`src/rtl/fp_mul_pipe.sv`:
```
// Three-stage IEEE-754-style multiplier: unpack/multiply, normalise/round-nearest-even, pack/special.
// Denormal operands are flushed to zero; the whole pipe stalls only when the output is held.
module fp_mul_pipe #(
  parameter int EXP_W  = 8,
  parameter int FRAC_W = 23,
  parameter int W      = 1 + EXP_W + FRAC_W
) (
  input  logic         Clk,
  input  logic         Rst_n,
  input  logic         InValid,
  output logic         InReady,
  input  logic [W-1:0] InA,
  input  logic [W-1:0] InB,
  output logic         OutValid,
  input  logic         OutReady,
  output logic [W-1:0] Out,
  output logic [3:0]   Flags
);

  localparam int MW = FRAC_W + 1;
  localparam int PW = 2 * MW;
  localparam int XW = EXP_W + 2;
  localparam logic signed [XW-1:0] BIAS    = XW'((1 << (EXP_W - 1)) - 1);
  localparam logic signed [XW-1:0] EXP_MAX = XW'((1 << EXP_W) - 1);
  localparam logic signed [XW-1:0] ZERO_S  = '0;

  logic advance;

  // ---------------- S1: unpack / classify / multiply ----------------
  logic                sa, sb;
  logic [EXP_W-1:0]    ea, eb;
  logic [FRAC_W-1:0]   fa, fb;
  logic                za, zb, ia, ib, na, nb;

  logic                v1_q;
  logic                sign1_q, sign1_d;
  logic                nan1_q, nan1_d;
  logic                inf1_q, inf1_d;
  logic                zero1_q, zero1_d;
  logic [PW-1:0]       prod1_q, prod1_d;
  logic signed [XW-1:0] exp1_q, exp1_d;

  assign advance = !(OutValid && !OutReady);
  assign InReady = advance;

  always_comb begin
    {sa, ea, fa} = InA;
    {sb, eb, fb} = InB;
    za = (ea == '0);
    zb = (eb == '0);
    ia = (ea == '1) && (fa == '0);
    ib = (eb == '1) && (fb == '0);
    na = (ea == '1) && (fa != '0);
    nb = (eb == '1) && (fb != '0);
    sign1_d = sa ^ sb;
    nan1_d  = na || nb || (ia && zb) || (ib && za);
    inf1_d  = ia || ib;
    zero1_d = za || zb;
    prod1_d = PW'({1'b1, fa}) * PW'({1'b1, fb});
    exp1_d  = $signed({2'b00, ea}) + $signed({2'b00, eb}) - BIAS;
  end

  always_ff @(posedge Clk or negedge Rst_n) begin
    if (!Rst_n) begin
      v1_q    <= 1'b0;
      sign1_q <= 1'b0;
      nan1_q  <= 1'b0;
      inf1_q  <= 1'b0;
      zero1_q <= 1'b0;
      prod1_q <= '0;
      exp1_q  <= '0;
    end else if (advance) begin
      v1_q <= InValid;
      if (InValid) begin
        sign1_q <= sign1_d;
        nan1_q  <= nan1_d;
        inf1_q  <= inf1_d;
        zero1_q <= zero1_d;
        prod1_q <= prod1_d;
        exp1_q  <= exp1_d;
      end
    end
  end

  // ---------------- S2: normalise / round ----------------
  logic                 msb, guard, sticky, rnd, carry;
  logic [FRAC_W-1:0]    frac_t, frac2_d;

  logic                 v2_q;
  logic                 sign2_q, nan2_q, inf2_q, zero2_q;
  logic [FRAC_W-1:0]    frac2_q;
  logic signed [XW-1:0] exp2_q, exp2_d;
  logic                 inexact2_q, inexact2_d;

  // Product lies in [1,4); bit PW-1 selects which window holds the fraction.
  always_comb begin
    msb    = prod1_q[PW-1];
    frac_t = msb ? prod1_q[PW-2 -: FRAC_W] : prod1_q[PW-3 -: FRAC_W];
    guard  = msb ? prod1_q[FRAC_W]         : prod1_q[FRAC_W-1];
    sticky = msb ? |prod1_q[FRAC_W-1:0]    : |prod1_q[FRAC_W-2:0];
    rnd    = guard && (sticky || frac_t[0]);
    {carry, frac2_d} = {1'b0, frac_t} + (FRAC_W + 1)'(rnd);
    exp2_d     = exp1_q + XW'(msb) + XW'(carry);
    inexact2_d = guard || sticky;
  end

  always_ff @(posedge Clk or negedge Rst_n) begin
    if (!Rst_n) begin
      v2_q       <= 1'b0;
      sign2_q    <= 1'b0;
      nan2_q     <= 1'b0;
      inf2_q     <= 1'b0;
      zero2_q    <= 1'b0;
      frac2_q    <= '0;
      exp2_q     <= '0;
      inexact2_q <= 1'b0;
    end else if (advance) begin
      v2_q <= v1_q;
      if (v1_q) begin
        sign2_q    <= sign1_q;
        nan2_q     <= nan1_q;
        inf2_q     <= inf1_q;
        zero2_q    <= zero1_q;
        frac2_q    <= frac2_d;
        exp2_q     <= exp2_d;
        inexact2_q <= inexact2_d;
      end
    end
  end

  // ---------------- S3: pack / special values ----------------
  logic         v3_q;
  logic [W-1:0] out_q, out_d;
  logic [3:0]   flags_q, flags_d;

  always_comb begin
    out_d   = {sign2_q, exp2_q[EXP_W-1:0], frac2_q};
    flags_d = {3'b000, inexact2_q};
    if (nan2_q) begin
      out_d   = {1'b0, {EXP_W{1'b1}}, 1'b1, {(FRAC_W - 1){1'b0}}};
      flags_d = 4'b1000;
    end else if (inf2_q) begin
      out_d   = {sign2_q, {EXP_W{1'b1}}, {FRAC_W{1'b0}}};
      flags_d = 4'b0000;
    end else if (zero2_q) begin
      out_d   = {sign2_q, {(W - 1){1'b0}}};
      flags_d = 4'b0000;
    end else if (exp2_q >= EXP_MAX) begin
      out_d   = {sign2_q, {EXP_W{1'b1}}, {FRAC_W{1'b0}}};
      flags_d = 4'b0101;
    end else if (exp2_q <= ZERO_S) begin
      out_d   = {sign2_q, {(W - 1){1'b0}}};
      flags_d = 4'b0011;
    end
  end

  always_ff @(posedge Clk or negedge Rst_n) begin
    if (!Rst_n) begin
      v3_q    <= 1'b0;
      out_q   <= '0;
      flags_q <= '0;
    end else if (advance) begin
      v3_q <= v2_q;
      if (v2_q) begin
        out_q   <= out_d;
        flags_q <= flags_d;
      end
    end
  end

  assign OutValid = v3_q;
  assign Out      = out_q;
  assign Flags    = flags_q;

endmodule

```
`config.mk`:
```
export PLATFORM = sky130hd
export DESIGN_NAME = fp_mul_pipe
export DESIGN_NICKNAME = d
export VERILOG_FILES = /design/src/rtl/fp_mul_pipe.sv
export SDC_FILE = /design/constraint.sdc
export NUM_CORES = 2
export LEC_CHECK = 0
export BUFFER_PORTS_ARGS = -buffer_cell sky130_fd_sc_hd__buf_2
export CAP_MARGIN = 5
export CORE_ASPECT_RATIO = 2
export CORE_MARGIN = 2
export CORE_UTILIZATION = 65
export DETAILED_ROUTE_END_ITERATION = 6
export PLACE_DENSITY = 0.83
export SKIP_LAST_GASP = 1
export SYNTH_ARGS = -nofsm -noshare
export SYNTH_HDL_FRONTEND = slang
export SYNTH_SLANG_ARGS = --single-unit
```
`constraint.sdc`:
```
create_clock -name Clk -period 3.8 [get_ports Clk]
set_input_delay 0.57 -clock Clk [delete_from_list [all_inputs] [get_ports Clk]]
set_output_delay 0.57 -clock Clk [all_outputs]
set_load 0.005 [all_outputs]
```
==> results.json <==
{
  "status": "finished, violations left",
  "failed_checks": "design-rule violations, negative setup slack",
  "synthArstFlopShare": 1.00,
  "clk_latency_ps": 430,
  "clock_sinks": 139,
  "syn_nets": 3610,
  "setup_viol": 42,
  "die-area_um2": 41100,
  "die_h_um": 285,
  "drtAntennaViolNets": 0,
  "grt_setup_unrepaired": "true",
  "grt_antenna_before_repair": 1,
  "antenna_cells": 0,
  "place.gp.congestion": 1.00,
  "worst_clock_skew_ps": 7.91,
  "grt_max_degree": 92,
  "clkTransAtPathRegs_ps": 60,
  "dp_hpwl_mm": 61.4,
  "synthAdderAreaFrac": 0.471,
  "pre_cts_slack_ps": -3330,
  "drc": 29,
  "synth_area_per_cell_um2": 8.93,
  "rr_startpoint": "prod1_q[47]",
  "fin_nets": 3993,
  "worst_ep_required_time_ps": 4110,
  "cp-startpoint": "InA[5]",
  "worstMarginPinSlew_ps": 1000,
  "overflow": 0,
  "grt_usage": 0.413,
  "synth_edf_count": 0,
  "die_x_um": 144,
  "finalHoldViolCount": 0,
  "routed_wl_mm": 90.2,
  "worst_hold_path_type": "in2async",
  "cp-start-kind": "input pin",
  "maxSlewHeadroom": 0.331,
  "start_util": 0.660,
  "rows": 102,
  "setup_ws_ps": -3210,
  "area_growth_pct": 25.9,
  "reg2reg_depth": 12,
  "synthXorXnorAreaFrac": 0.0284,
  "cts_inserted_buffers": 17,
  "syn-instance-count": 2868,
  "io_pins": 106,
  "cp_data_arrival_time_ps": 7320,
  "cts_tree": "yes",
  "layout-drive-gt1-share": 0.265,
  "synthDistinctLibCells": 68,
  "grt_pass1_vias": 25900,
  "cts_buffer_depth": 2,
  "synth-compound-area-share": 0.0755,
  "via_per_inst": 6.19,
  "fillers": 2157,
  "max_freq_ghz": 0.143,
  "fin_crit_ps": 7010,
  "routedWlPerCell_um": 23.8,
  "reg2reg_to": "exp2_q[9]",
  "rrSetupSlack_ps": 110,
  "seq_area_um2": 3480,
  "synth_flop_cell": "dfrtp_1",
  "multi_input_area_um2": 20700,
  "yosys_warnings": 0,
  "worst_setup_path_end_kind": "flip-flop",
  "crit_path_end": "prod1_q[47]",
  "cts_root_buf": "clkbuf_16",
  "via_count": 23400,
  "numPortBuffers": 105,
  "critPathMaxFanout": 8,
  "synthMuxAreaShare": 0.0104,
  "crit_type": "in2reg",
  "synthesis.area_um2": 25600,
  "htree_levels": 4,
  "max-cap-violations": 0,
  "synth_top_family_by_area": "adder cells",
  "grt_pass1_wl_mm": 130,
  "period_share": 1.85,
  "yosys.area_share.simple": 0.169,
  "dr.pass1.iters": 7,
  "hold_ws_ps": 194,
  "ys_seq_area_frac": 0.136,
  "core_um2": 38800,
  "ys_ff_latch": 139,
  "slew_viol_final": 0,
  "drtIter0Drc": 2074
}
==> worst min path at each step <==
| stage | from | endpoint | slack, ps | cells after the start |
|---|---|---|---|---|
| global placement | Out[31] | Out[31] | 450 | 2 |
| finish | Rst_n | frac2_q[19] | 190 | 1 |
| floorplan | Rst_n | Flags[0] | 270 | 0 |
| CTS | Rst_n | frac2_q[21] | 230 | 1 |
| detailed placement | Out[31] | Out[31] | 460 | 2 |
| global route | Rst_n | Out[21] | 260 | 1 |
==> repair_timing <==
| action | 4_1_cts | 5_1_grt |
|---|---|---|
| cloned | 1 | 2 |
| hold buffers | 0 | 0 |
| pin swaps | 152 | 162 |
| setup endpoints to repair | 42 | 43 |
| gates resized for setup | 255 | 211 |
| setup buffers | 54 | 43 |
==> layout by cell type (no fill, tap or decap), drive strengths merged, types with 37 or more instances in the layout <==
cell type	instances
xnor2	46
o21ai	111
a21oi	71
buf	505
xor2	37
nor2	91
and2	262
inv	596
fa	484
dfrtp	139
nand2	431
ha	190
==> logic make-up after synthesis <==
family	Yosys count
and+or+nand+nor	902
adders and majority gates	674
muxes	24
xor gates and xnor gates	83
DFF	139
AOI/OAI and AO/OA	301
buffers and inverters	745
==> state kept, by name, summed over array words and instances, names as in the netlist <==
name,flops
exp1_q,10
prod1_q,48
Out,32
exp2_q,10
OutValid,1
v1_q,1
v2_q,1
nan2_q,1
sign1_q,1
inexact2_q,1
zero2_q,1
nan1_q,1
zero1_q,1
inf1_q,1
sign2_q,1
Flags,4
frac2_q,23
inf2_q,1
==> routing by layer <==
layer  share of wire  global-route usage
met2            0.49               0.727
met1            0.29               0.400
met3           0.084              0.0689
met4            0.13               0.375
met5               0                   0
==> metrics by stage <==
step / cells / TNS (ps) / instance area, um2 / utilization
floorplan: 2868 / -83370 / 26400 / -
global placement: 3669 / -108290 / 29300 / 0.756
detailed placement: 3669 / -113140 / 29300 / 0.756
CTS: 3752 / -87540 / 31200 / 0.805
global route: 3784 / -106480 / 32200 / 0.831
finish: 3784 / -100600 / 32200 / 0.831
==> layout make-up <==
cell class | count | area share
multi-input cells | 1984 | 0.643
clock buffers | 21 | 0.0149
repair buffers | 509 | 0.139
inverters | 600 | 0.0707
clock inverters | 11 | 0.00435
well taps | 520 | 0.0202
flip-flops and latches | 139 | 0.108
==> synth_stat cells, types with 3 or more instances <==
cell type	number	area share
mux2i_1	12	0.0047
mux2_2	11	0.0048
nor3_1	10	0.0020
nand4_1	23	0.0056
o21ai_0	107	0.021
o211ai_1	5	0.0015
dfrtp_1	139	0.14
fa_1	484	0.38
a31oi_1	7	0.0017
o21ai_1	3	0.00059
or3_1	6	0.0015
buf_1	3	0.00044
a211oi_1	9	0.0026
a21o_1	26	0.0076
nand2b_1	3	0.00073
nand3b_1	3	0.00088
xor2_1	37	0.013
clkinv_1	3	0.00044
nor4_1	22	0.0054
and3_1	4	0.00098
o31ai_1	5	0.0015
a21oi_2	3	0.0010
nand2_1	430	0.063
clkbuf_1	138	0.020
o21ba_2	3	0.0012
nand3_1	26	0.0051
inv_1	597	0.088
a221oi_1	5	0.0017
nor2b_1	9	0.0022
nor2_1	91	0.013
xnor2_1	46	0.016
a22o_1	24	0.0082
o21bai_1	9	0.0026
and2_1	261	0.064
ha_1	190	0.093
or4_1	8	0.0023
a21oi_1	68	0.013
==> worst max-delay path, cell delays in order <==
cell and delay, ps:
buf_8 100, buf_12 140, buf_6 130, and2_4 160, fa_1 520, inv_1 60
fa_1 510, inv_1 50, fa_1 490, ha_2 170, inv_2 30, fa_1 530
inv_2 50, fa_1 550, fa_1 460, ha_4 270, a21oi_2 510, o32ai_4 310
o2111ai_2 360, nand2_2 170, a211oi_4 350, nor4_2 80, or4_1 530, a31o_1 190
Power is not shown: default switching activity piles up to over one toggle a cycle in this logic, so the estimate is an artifact.
